==> src/rtl/usbfs_bit_rx.sv <==
// USB full-speed bit receiver: synchronizes DP/DN, recovers bits by edge re-centring, decodes NRZI,
// detects SYNC/EOP, removes stuffed bits and flags bus reset. Optional USBFS_RX_GLITCH_FILTER_EN adds a 3-sample majority filter.
module usbfs_bit_rx #(
  parameter int OSR        = 5,
  parameter int RST_CYCLES = 150
) (
  input  logic clk,
  input  logic rst,
  input  logic usb_dp,
  input  logic usb_dn,
  input  logic rx_inhibit,
  output logic rx_sta,
  output logic rx_ena,
  output logic rx_bit,
  output logic rx_fin,
  output logic bus_reset
);

  localparam int PW = $clog2(OSR);
  localparam int JW = $clog2(OSR + 1);
  localparam int CW = $clog2(RST_CYCLES + 1);
  localparam logic [PW-1:0] SAMPLE_PH = PW'(OSR / 2);
  localparam logic [PW-1:0] LAST_PH   = PW'(OSR - 1);

  typedef enum logic [2:0] {S_IDLE, S_SYNC, S_DATA, S_EOP, S_ABORT} state_e;

  // Handshake: rx_sta/rx_ena/rx_fin are single-cycle strobes with no ready; the consumer must take
  // rx_bit in the same clock rx_ena is high, and at most one strobe is high per clock.

  logic [1:0] dp_sync, dn_sync;
  logic       line_dp, line_dn;

  always_ff @(posedge clk) begin
    if (rst) begin
      dp_sync <= 2'b11;
      dn_sync <= 2'b00;
    end else begin
      dp_sync <= {dp_sync[0], usb_dp};
      dn_sync <= {dn_sync[0], usb_dn};
    end
  end

`ifdef USBFS_RX_GLITCH_FILTER_EN
  logic [1:0] dp_hist, dn_hist;
  logic       dp_filt, dn_filt;

  always_ff @(posedge clk) begin
    if (rst) begin
      dp_hist <= 2'b11;
      dn_hist <= 2'b00;
      dp_filt <= 1'b1;
      dn_filt <= 1'b0;
    end else begin
      dp_hist <= {dp_hist[0], dp_sync[1]};
      dn_hist <= {dn_hist[0], dn_sync[1]};
      dp_filt <= (dp_sync[1] & dp_hist[0]) | (dp_sync[1] & dp_hist[1]) | (dp_hist[0] & dp_hist[1]);
      dn_filt <= (dn_sync[1] & dn_hist[0]) | (dn_sync[1] & dn_hist[1]) | (dn_hist[0] & dn_hist[1]);
    end
  end

  assign line_dp = dp_filt;
  assign line_dn = dn_filt;
`else
  assign line_dp = dp_sync[1];
  assign line_dn = dn_sync[1];
`endif

  logic is_j, is_k, is_se0;
  assign is_j   = line_dp & ~line_dn;
  assign is_k   = ~line_dp & line_dn;
  assign is_se0 = ~(is_j | is_k);

  logic [1:0]    last_line;
  logic          jk_edge;
  logic [PW-1:0] phase_q, phase_cur;
  logic          sample;

  // The first clock of a new J/K level counts as phase 0, so the sample lands mid-bit.
  assign jk_edge   = (is_j && last_line == 2'b01) || (is_k && last_line == 2'b10);
  assign phase_cur = jk_edge ? '0 : phase_q;
  assign sample    = (phase_cur == SAMPLE_PH);

  state_e       state_q, state_d;
  logic [2:0]   zeros_q, zeros_d;
  logic [2:0]   ones_q, ones_d;
  logic [JW-1:0] jcnt_q, jcnt_d;
  logic         prev_j_q, prev_j_d;
  logic         dec_bit;
  logic         sta_d, ena_d, bit_d, fin_d;
  logic [CW-1:0] se0_cnt_q;

  assign dec_bit = (is_j == prev_j_q);

  always_comb begin
    state_d  = state_q;
    zeros_d  = zeros_q;
    ones_d   = ones_q;
    jcnt_d   = jcnt_q;
    prev_j_d = prev_j_q;
    sta_d    = 1'b0;
    ena_d    = 1'b0;
    bit_d    = 1'b0;
    fin_d    = 1'b0;
    if (sample && !is_se0) prev_j_d = is_j;
    case (state_q)
      S_IDLE: begin
        if (sample && is_k) begin
          state_d = S_SYNC;
          zeros_d = 3'd0;
        end
      end
      S_SYNC: begin
        if (sample) begin
          if (is_se0) state_d = S_IDLE;
          else if (!dec_bit) zeros_d = (zeros_q == 3'd7) ? 3'd7 : zeros_q + 3'd1;
          else if (zeros_q >= 3'd3) begin
            sta_d   = 1'b1;
            state_d = S_DATA;
            ones_d  = 3'd0;
          end else state_d = S_IDLE;
        end
      end
      S_DATA: begin
        if (sample) begin
          if (is_se0) state_d = S_EOP;
          else if (ones_q == 3'd6) begin
            if (!dec_bit) ones_d = 3'd0;
            else begin
              state_d = S_ABORT;
              jcnt_d  = '0;
            end
          end else begin
            ena_d  = 1'b1;
            bit_d  = dec_bit;
            ones_d = dec_bit ? ones_q + 3'd1 : 3'd0;
          end
        end
      end
      S_EOP: begin
        if (sample) begin
          if (is_j) begin
            fin_d    = 1'b1;
            state_d  = S_IDLE;
            prev_j_d = 1'b1;
          end else if (is_k) begin
            state_d = S_ABORT;
            jcnt_d  = '0;
          end
        end
      end
      S_ABORT: begin
        // Leave only after a full bit time of continuous idle J.
        if (is_j) begin
          if (jcnt_q == JW'(OSR - 1)) begin
            state_d  = S_IDLE;
            prev_j_d = 1'b1;
            jcnt_d   = '0;
          end else jcnt_d = jcnt_q + 1'b1;
        end else jcnt_d = '0;
      end
      default: state_d = S_IDLE;
    endcase
    if (rx_inhibit) begin
      state_d  = S_IDLE;
      ones_d   = 3'd0;
      prev_j_d = 1'b1;
      sta_d    = 1'b0;
      ena_d    = 1'b0;
      bit_d    = 1'b0;
      fin_d    = 1'b0;
    end
  end

  always_ff @(posedge clk) begin
    if (rst) begin
      last_line <= 2'b10;
      phase_q   <= '0;
      state_q   <= S_IDLE;
      zeros_q   <= 3'd0;
      ones_q    <= 3'd0;
      jcnt_q    <= '0;
      prev_j_q  <= 1'b1;
      rx_sta    <= 1'b0;
      rx_ena    <= 1'b0;
      rx_bit    <= 1'b0;
      rx_fin    <= 1'b0;
    end else begin
      last_line <= {line_dp, line_dn};
      phase_q   <= (phase_cur == LAST_PH) ? '0 : phase_cur + 1'b1;
      state_q   <= state_d;
      zeros_q   <= zeros_d;
      ones_q    <= ones_d;
      jcnt_q    <= jcnt_d;
      prev_j_q  <= prev_j_d;
      rx_sta    <= sta_d;
      rx_ena    <= ena_d;
      rx_bit    <= bit_d;
      rx_fin    <= fin_d;
    end
  end

  // SE0 timer saturates so a held reset pulses bus_reset only once.
  always_ff @(posedge clk) begin
    if (rst) begin
      se0_cnt_q <= '0;
      bus_reset <= 1'b0;
    end else begin
      if (!is_se0) se0_cnt_q <= '0;
      else if (se0_cnt_q != CW'(RST_CYCLES)) se0_cnt_q <= se0_cnt_q + 1'b1;
      bus_reset <= is_se0 && (se0_cnt_q == CW'(RST_CYCLES - 1));
    end
  end

endmodule

==> config.mk <==
export PLATFORM = sky130hd
export DESIGN_NAME = usbfs_bit_rx
export DESIGN_NICKNAME = d
export VERILOG_FILES = /design/src/rtl/usbfs_bit_rx.sv
export SDC_FILE = /design/constraint.sdc
export NUM_CORES = 1
export LEC_CHECK = 0
export ABC_AREA = 1
export CAP_MARGIN = 5
export CELL_PAD_IN_SITES_DETAIL_PLACEMENT = 0
export CELL_PAD_IN_SITES_GLOBAL_PLACEMENT = 1
export CORE_MARGIN = 5
export CORE_UTILIZATION = 28
export CTS_CLUSTER_SIZE = 8
export DETAILED_ROUTE_END_ITERATION = 10
export GPL_TIMING_DRIVEN = 0
export HOLD_SLACK_MARGIN = 0.1
export PLACE_DENSITY_LB_ADDON = 0.1
export SLEW_MARGIN = 20
export SYNTH_ARGS = -nofsm -noshare
export SYNTH_HDL_FRONTEND = slang
export SYNTH_SLANG_ARGS = --single-unit
==> constraint.sdc <==
create_clock -name clk -period 2.07 [get_ports clk]
set_input_delay 0.414 -clock clk [delete_from_list [all_inputs] [get_ports clk]]
set_output_delay 0.414 -clock clk [all_outputs]
set_load 0.03 [all_outputs]
Word level (Yosys, flattened, before mapping)
Cells that the tools add are included.

storage, ports and cells
  register bits = 35
  input port bits = 5
  output and inout bits = 5
  word-level logic and storage cells = 138

operators by class
  $add $sub $neg = 5
  $lt $le $gt $ge = 1
  equal/unequal tests = 34
  multiplexer cells = 51
  bitwise logic cells = 11
  reduce and logical (&&, ||, !) cells = 21

operators with widths
  kind                                                              count
  3-bit 2-to-1 mux                                                  37
  2-bit != test (second input constant)                             15
  8-bit AND reduction                                               2
  3-bit == test (second input constant)                             5
  3-bit != test (second input constant)                             5
  3-bit one-hot mux with 5 select lines                             1
  3-bit by 1-bit adder with 3-bit output (second input constant)    4
  3-bit one-hot mux with 2 select lines                             2
  6-bit OR reduction                                                2
  10-bit AND reduction                                              1
  3-bit by 2-bit == test with 1-bit output (second input constant)  3
  3-bit one-hot mux with 3 select lines                             1
  8-bit by 1-bit adder with 8-bit output (second input constant)    1
  8-bit == test (second input constant)                             1
  1-bit 2-to-1 mux                                                  8
  8-bit != test (second input constant)                             1
  1-bit inverter                                                    8
  2-bit OR reduction                                                3
  1-bit logical AND                                                 5
  5-bit AND reduction                                               1
  5-bit OR reduction                                                1
  2-bit nonzero test                                                2
  4-bit OR reduction                                                1
  3-bit by 1-bit == test with 1-bit output (second input constant)  1
  other kinds (11)                                                  12

Depth between registers and ports, before layout
Gate-level depths: netlist (run 1).

  word-level depth = 11
  gate-level depth with buffers = 16
  mapped depth without buffers = 16

Worst setup path before layout (run 1)
Ideal clock, no wire load.

  path type = register to register
  from = register dn_sync[1]
  to = register ones_q[0]
  setup time = 0.116 ns
  arrival = 1.793 ns
  data required time = 1.954 ns
  path slack = 0.161 ns
  stages on the path, launching flop included = 17
  path buffers = 0
  period minus slack after synthesis = 1.909 ns
  cells stage by stage = dfxtp_1 inv_1 ha_1 nand3_2 nand2_1 inv_1 nand2_1 inv_1 ha_1 nand2_4 clkinv_1 nand2_2 nand2_2 nand2_2 clkinv_2 nor2_1 nor2_1

on the way
  longest elaborated chain between the ends = 8
  elaborated cells on any way between the ends = 22
  classes of those cells = 8 x eq/ne; 6 x mux; 4 x bitwise; 4 x reduce/logical

ends and longest elaborated chain
  item                                                                                           line     text
  start: declaration                                                                             30       logic [1:0] dp_sync, dn_sync;
  start signal: assignment                                                                       39       dn_sync <= {dn_sync[0], usb_dn};
  1-bit inverter (*)                                                                             69       assign is_j = line_dp & ~line_dn;
  1-bit AND (*)                                                                                  69
  via is_j                                                                                       68       logic is_j, is_k, is_se0;
  1-bit logical AND or 1-bit == test (tied branches)                                             79, 92
  1-bit logical OR or 3-bit 2-to-1 mux (tied branches)                                           79, 135
  3-bit 2-to-1 mux, on equally long branches                                                     80, 126
  3-bit by 2-bit == test with 1-bit output or 3-bit 2-to-1 mux (tied branches)                   81, 125
  2-bit != test (no source line) or 3-bit 2-to-1 mux (tied branches)                             --
  8-bit AND reduction (no source line) or 3-bit one-hot mux with 2 select lines (tied branches)  --
  end signal: assignment                                                                         192      ones_q <= ones_d;
  end: declaration                                                                               85       logic [2:0] ones_q, ones_d;

Mark *: on every way through the listed nets, which the timed path passes. The rest lies on a longest branch. The select of a mux whose other input is x is not followed.
A chain may end at the register's enable or synchronous reset.

Final worst setup path (run 1)
  from = register dp_sync[1]
  to = register ones_q[0]

on the way
  longest elaborated chain between the ends = 8
  elaborated cells on any way between the ends = 22
  classes of those cells = 8 x eq/ne; 6 x mux; 4 x bitwise; 4 x reduce/logical

ends and longest elaborated chain
  item                                      line  text
  start: declaration                        30
  start signal: assignment                  38    dp_sync <= {dp_sync[0], usb_dp};
  1-bit inverter                            70    assign is_k = ~line_dp & line_dn;
  1-bit AND                                 70
  1-bit logical AND                         79    assign jk_edge = (is_j && last_line == 2'b01) || (is_k && last_line == 2'b10);
  1-bit logical OR                          79
  3-bit 2-to-1 mux                          80    assign phase_cur = jk_edge ? '0 : phase_q;
  3-bit by 2-bit == test with 1-bit output  81    assign sample = (phase_cur == SAMPLE_PH);
  2-bit != test (no source line)            --
  8-bit AND reduction (no source line)      --

Parallel ways exist; a longest one is shown, timed or not. The select of a mux whose other input is x is not followed.

==> reports/metrics.yaml, run 1 <==
outcome:
  status: "finished, final reports clean"
global_routing:
  antenna_found_initial: 0
  overflow: 0
  grt_usage_pct: 10.8
  grt_start_max_net_pins: 11
  first_global_vias: 1546
  grt_first_pass_wirelength_mm: 7.26
route:
  wirelength_mm: 4.22
  drc_errors: 0
  num_vias: 1654
  wl_per_cell_microns: 11.6
  dr.pass1.iters: 4
  antenna_left: 0
  via_per_inst: 4.53
  drt_iter0_drc: 77
power_and_ir_drop:
  intPower_w: 0.00104
  p_leak_nw: 0.937
  ir_drop_mv: 0.196
  clock_power_share_pct: 40.0
  power.density_nw_per_um2: 602
  pwr-share-comb_pct: 9.7
  swShare_pct: 24.6
  seq_power_share_pct: 50.3
  p_switching_w: 0.000340
critical_path:
  crit_type: "reg -> reg"
  critPathMaxFanout: 7
  crit_arrival_ns: 2.06
  cp-startpoint: "dp_sync[1]$_SDFF_PP1_"
  rr_startpoint: "dp_sync[1]$_SDFF_PP1_"
  required_ns: 2.25
  end_kind: "register"
  crit_path_start_kind: "register"
floorplan:
  die_w_microns: 92.5
  ios: 10
  die_area_sq_um: 8560
  core_sq_um: 6720
  rows: 30
  die_h_microns: 92.5
  start_util_pct: 28.4
clocking:
  cts.clk_slew.worst_paths_ns: 0.07
  numCtsBuffers: 5
  clock_path_buffers: 2
  cts_num_sinks: 35
  worstSkewPairLatency_ns: 0.28
  cts_max_level: 2
  cts_tree: "done"
  clock-root-buffer: "clkbuf_8"
sta:
  fmax_mhz: 531
  slew_headroom_pct: 63.0
  worst_pin_slew_ns: 0.554
  setup_ws_ns: 0.187
  drv_slew: 0
  final-setup-viol-count: 0
  finalCritPeriodShare_pct: 91.0
  finClkSkew_ns: 0.00338
  hold_viol: 0
  finalCriticalPeriod_ns: 1.88
  rsz0062_at_grt: "false"
logic_synthesis:
  ys.flop_type: "dfxtp_1"
  synth-edff-count: 0
  yosysWarnings: 0
  syn_inst: 265
  yosys.area.top_type: "dfxtp_1"
  synth_async_sr_flop_share_pct: 0
  netlist.area_leader.share_pct: 36.8
  synth_area_leaders: "dfxtp_1, nand2_1, ha_1"
  ys_types: 31
  synth_area_per_cell_sq_um: 7.19
  ys_ff_latch: 35
  syn-num-nets: 283
  syn_area_sq_um: 1910
  synth-seq-area-share_pct: 36.8
final_layout:
  final_util_pct: 34.2
  drive_gt1_share_pct: 17.5
  final_cell_mix: "nand2_1, nor2_1, dfxtp_1, inv_1, a21oi_1"
  post_layout_nonfiller_instances: 365
  area.growth.synth_to_final_pct: 20.5
  final_common_cell: "nand2_1"
  multiInputGateArea_sq_um: 1120
  n_fill_cell: 737
  ff_latch_area_sq_um: 703
  insertedDiodeCount: 0
  nets: 302
worst_hold_path:
  min_from: "dp_sync[0]$_SDFF_PP1_"
  hold_path_class: "reg -> reg"
placed_design:
  post-place-ws_ns: -0.140
  dp_hpwl_mm: 3.26
  routabilityCongestion: 0.778
  dp_cells: 354
  numPortBuffers: 9
flow_run:
  cap_violations: 0
[power by group through the flow]
stage	Combinational, W	Sequential, W	Clock [W]
2_1_floorplan	0.0000785	0.000708	0
5_1_grt	0.000154	0.000697	0.000610
3_5_place_dp	0.000113	0.000709	0
4_1_cts	0.000118	0.000694	0.000578
6_report	0.000134	0.000695	0.000554
3_3_place_gp	0.000113	0.000709	0
[cells in the mapped netlist, types with 2 or more instances]
cell type	n
dfxtp_1	35
nor3b_1	3
nand2_1	45
a21oi_2	2
nor4_1	2
nand4_1	7
a21oi_1	19
inv_2	5
o21ai_0	8
xor2_1	2
or2_2	2
ha_1	13
nand3_2	3
nand2_4	2
nand3_1	15
nor2_2	3
o211ai_1	2
nor2_1	39
a31oi_1	2
nor3_1	5
nand2_2	9
inv_1	33
[routing by layer]
layer | track usage [%] | vias up | part of all wire [%]
met5 | 0 | - | 0
met2 | 16.5 | 22 | 43
li1 | - | 893 | -
met1 | 14.3 | 732 | 52
met3 | 2.92 | 7 | 3.6
met4 | 4.08 | 0 | 1.6
[layout make-up]
class                      count  area share, %
timing repair buffer          12           4.90
inverter                      41           6.87
buffer                         1          0.163
multi-input combinational    188           48.7
tap                           80           4.36
sequential                    35           30.6
clock buffer                   8           4.36
[registers in the layout (all words and copies together) (netlist names)]
| signal | count |
|---|---|
| se0_cnt_q | 8 |
| jcnt_q | 3 |
| ones_q | 3 |
| phase_q | 3 |
| state_q | 3 |
| zeros_q | 3 |
| dn_sync | 2 |
| dp_sync | 2 |
| last_line | 2 |
| bus_reset | 1 |
| prev_j_q | 1 |
| rx_bit | 1 |
| rx_ena | 1 |
| rx_fin | 1 |
| rx_sta | 1 |
[critical path: stages (launching register included)]
cell and delay, ns:
dfxtp_2 0.34, inv_2 0.08, ha_4 0.16, nand3_2 0.11, nand2_1 0.08, inv_1 0.06, nand2_1 0.08, inv_1 0.09
ha_4 0.19, nand2_8 0.09, clkinv_1 0.09, nand2_2 0.08, nand2_2 0.06, nand2_4 0.08, clkinv_2 0.07, nor2_1 0.08
nor2_1 0.05
[worst paths after layout]
path                                                to  slack (ns)  depth (start not counted)
worst max register to register  ones_q[0]$_SDFFE_PP0P_        0.19                         16
worst max-delay path            ones_q[0]$_SDFFE_PP0P_        0.19                         16
worst min-delay path             dp_sync[1]$_SDFF_PP1_        0.41                          1
worst min register to register   dp_sync[1]$_SDFF_PP1_        0.41                          1
[through the flow]
| step | hold WS, ns | area [sq um] | setup TNS (ns) | total power, W |
|---|---|---|---|---|
| after global placement | 0.393 | 2100 | -1.06 | 0.000822 |
| after global routing | 0.424 | 2300 | 0 | 0.00146 |
| after CTS | 0.412 | 2230 | 0 | 0.00139 |
| after floorplan | 0.388 | 1910 | 0 | 0.000786 |
| after detailed placement | 0.394 | 2100 | -0.853 | 0.000822 |
| final | 0.411 | 2300 | 0 | 0.00138 |
[logic make-up after synthesis]
group | synth area share (%)
flip-flops | 36.8
AO/OA/AOI/OAI | 10.0
buffers and inverters | 8.47
AND/OR/NAND/NOR | 34.8
adder cells (fa/ha/maj) | 8.54
XOR/XNOR | 1.38
[repair_timing]
item,4_1_cts,5_1_grt
resized for setup,7,10
pin swaps,0,2
setup buffers,0,3
hold buffers,0,0
endpoints found under the setup margin,12,13
No activity file was read; power rests on OpenSTA's default activity.
==> run 2: changes to the inputs <==
--- a/config.mk
+++ b/config.mk
@@ -16,6 +16,7 @@
 export GPL_TIMING_DRIVEN = 0
 export HOLD_SLACK_MARGIN = 0.1
 export PLACE_DENSITY_LB_ADDON = 0.1
+export SKIP_CTS_REPAIR_TIMING = 1
 export SLEW_MARGIN = 20
 export SYNTH_ARGS = -nofsm -noshare
 export SYNTH_HDL_FRONTEND = slang
==> reports/metrics.yaml, run 2 (synthesized netlist as in run 1, its figures left out) <==
outcome:
  status: "finished, final reports clean"
critical_path:
  r2r-end: "ones_q[0]$_SDFFE_PP0P_"
  crit_arrival_ns: 2.09
  crit_path_start_kind: "register"
  r2r_slack_ns: 0.16
  critPathMaxFanout: 7
  crit_type: "reg -> reg"
  rr_startpoint: "dp_sync[1]$_SDFF_PP1_"
  ff2ff_path_depth: 16
  required_ns: 2.25
  end_kind: "register"
clocking:
  clock_path_buffers: 2
  numCtsBuffers: 5
  worstSkewPairLatency_ns: 0.28
  cts_tree: "done"
  clock-root-buffer: "clkbuf_8"
  cts_max_level: 2
  cts.clk_slew.worst_paths_ns: 0.07
  cts_num_sinks: 35
global_routing:
  first_global_vias: 1513
  grt_usage_pct: 10.6
  overflow: 0
  grt_start_max_net_pins: 11
  grt_first_pass_wirelength_mm: 7.16
  antenna_found_initial: 0
final_layout:
  final_common_cell: "nand2_1"
  insertedDiodeCount: 0
  largest_reg_flops: 8
  final_cell_mix: "nand2_1, nor2_1, dfxtp_1, inv_1, a21oi_1"
  area.growth.synth_to_final_pct: 20.4
  regMostFlops: "se0_cnt_q"
  drive_gt1_share_pct: 17.5
  nets: 303
  n_fill_cell: 734
  final_util_pct: 34.2
sta:
  finalCritPeriodShare_pct: 92.0
  worst_pin_slew_ns: 0.561
  fmax_mhz: 525
  final-setup-viol-count: 0
  drv_slew: 0
  hold_viol: 0
  finalCriticalPeriod_ns: 1.91
  slew_headroom_pct: 62.5
  finClkSkew_ns: 0.00282
  tns_ns: 0
  holdWs_ns: 0.410
route:
  wirelength_mm: 4.23
  num_vias: 1649
  drt_iter0_drc: 64
  via_per_inst: 4.51
  dr.pass1.iters: 4
  drc_errors: 0
  antenna_left: 0
  wl_per_cell_microns: 11.6
floorplan:
  ios: 10
  die_area_sq_um: 8560
  die_h_microns: 92.5
  die_w_microns: 92.5
  start_util_pct: 28.4
  rows: 30
  core_sq_um: 6720
placed_design:
  dp_hpwl_mm: 3.26
  numPortBuffers: 9
  routabilityCongestion: 0.778
power_and_ir_drop:
  intPower_w: 0.00105
  swShare_pct: 24.5
  seq_power_share_pct: 50.2
  pwr-share-comb_pct: 9.9
  power.density_nw_per_um2: 604
  clock_power_share_pct: 39.9
  ir_drop_mv: 0.196
  p_leak_nw: 0.939
  p_switching_w: 0.000340
flow_run:
  cap_violations: 0
worst_hold_path:
  min_from: "dp_sync[0]$_SDFF_PP1_"
  hold_path_class: "reg -> reg"
  hold_depth: 1
  hold_end: "dp_sync[1]$_SDFF_PP1_"
-- run 2: cell type report --
| type | count | area (sq um) | share of cell area (%) |
|---|---|---|---|
| Multi-Input combinational cell | 188 | 1110 | 48.4 |
| Inverter | 41 | 158 | 6.87 |
| Clock buffer | 8 | 100 | 4.36 |
| Tap cell | 80 | 100 | 4.36 |
| Sequential cell | 35 | 703 | 30.6 |
| Timing Repair Buffer | 13 | 120 | 5.23 |
| Buffer | 1 | 3.75 | 0.164 |
-- run 2: worst max-delay path by stage --
stage,to,slack [ns],cells past startpoint,start
2_1_floorplan,ones_q[0]$_SDFFE_PP0P_,0.16,16,dn_sync[1]$_SDFF_PP0_
3_3_place_gp,ones_q[0]$_SDFFE_PP0P_,-0.16,16,dn_sync[1]$_SDFF_PP0_
3_5_place_dp,ones_q[0]$_SDFFE_PP0P_,-0.14,16,dn_sync[1]$_SDFF_PP0_
4_1_cts,ones_q[0]$_SDFFE_PP0P_,-0.16,16,dn_sync[1]$_SDFF_PP0_
5_1_grt,ones_q[1]$_SDFFE_PP0P_,-0.02,16,dp_sync[1]$_SDFF_PP1_
6_report,ones_q[0]$_SDFFE_PP0P_,0.16,16,dp_sync[1]$_SDFF_PP1_
-- run 2: power by group through the flow --
| stage | sequential (W) | clock, W | combinational, W |
|---|---|---|---|
| finish | 0.000695 | 0.000553 | 0.000138 |
| global route | 0.000697 | 0.000607 | 0.000156 |
| CTS | 0.000693 | 0.000578 | 0.000113 |
| detailed placement | 0.000709 | 0 | 0.000113 |
| global placement | 0.000709 | 0 | 0.000113 |
| floorplan | 0.000708 | 0 | 0.0000785 |
-- run 2: critical path: stages, from the launching register on --
cell and delay, ns:
dfxtp_2 0.34, inv_2 0.08, ha_4 0.15, nand3_2 0.11, nand2_1 0.08, inv_1 0.06, nand2_1 0.08, inv_1 0.09
ha_4 0.20, nand2_8 0.09, clkinv_1 0.09, nand2_2 0.08, nand2_2 0.05, nand2_2 0.10, clkinv_2 0.08, nor2_1 0.08
nor2_1 0.05
-- run 2: per-stage QoR --
stage               area, sq um  total power (W)  setup slack, ns  cells
global route               2290          0.00146          -0.0206    366
finish                     2290          0.00139            0.165    366
detailed placement         2100         0.000822           -0.140    354
floorplan                  1910         0.000786            0.161    265
global placement           2100         0.000822           -0.157    354
CTS                        2200          0.00138           -0.163    362
-- run 2: routing by layer --
layer	vias up	global-route usage (%)	wire, microns	part of all wire, %
li1	896	-	-	-
met1	724	14.0	2180	51
met2	22	16.2	1800	43
met3	7	3.33	191	4.5
met4	0	4.08	67	1.6
met5	-	0	0	0
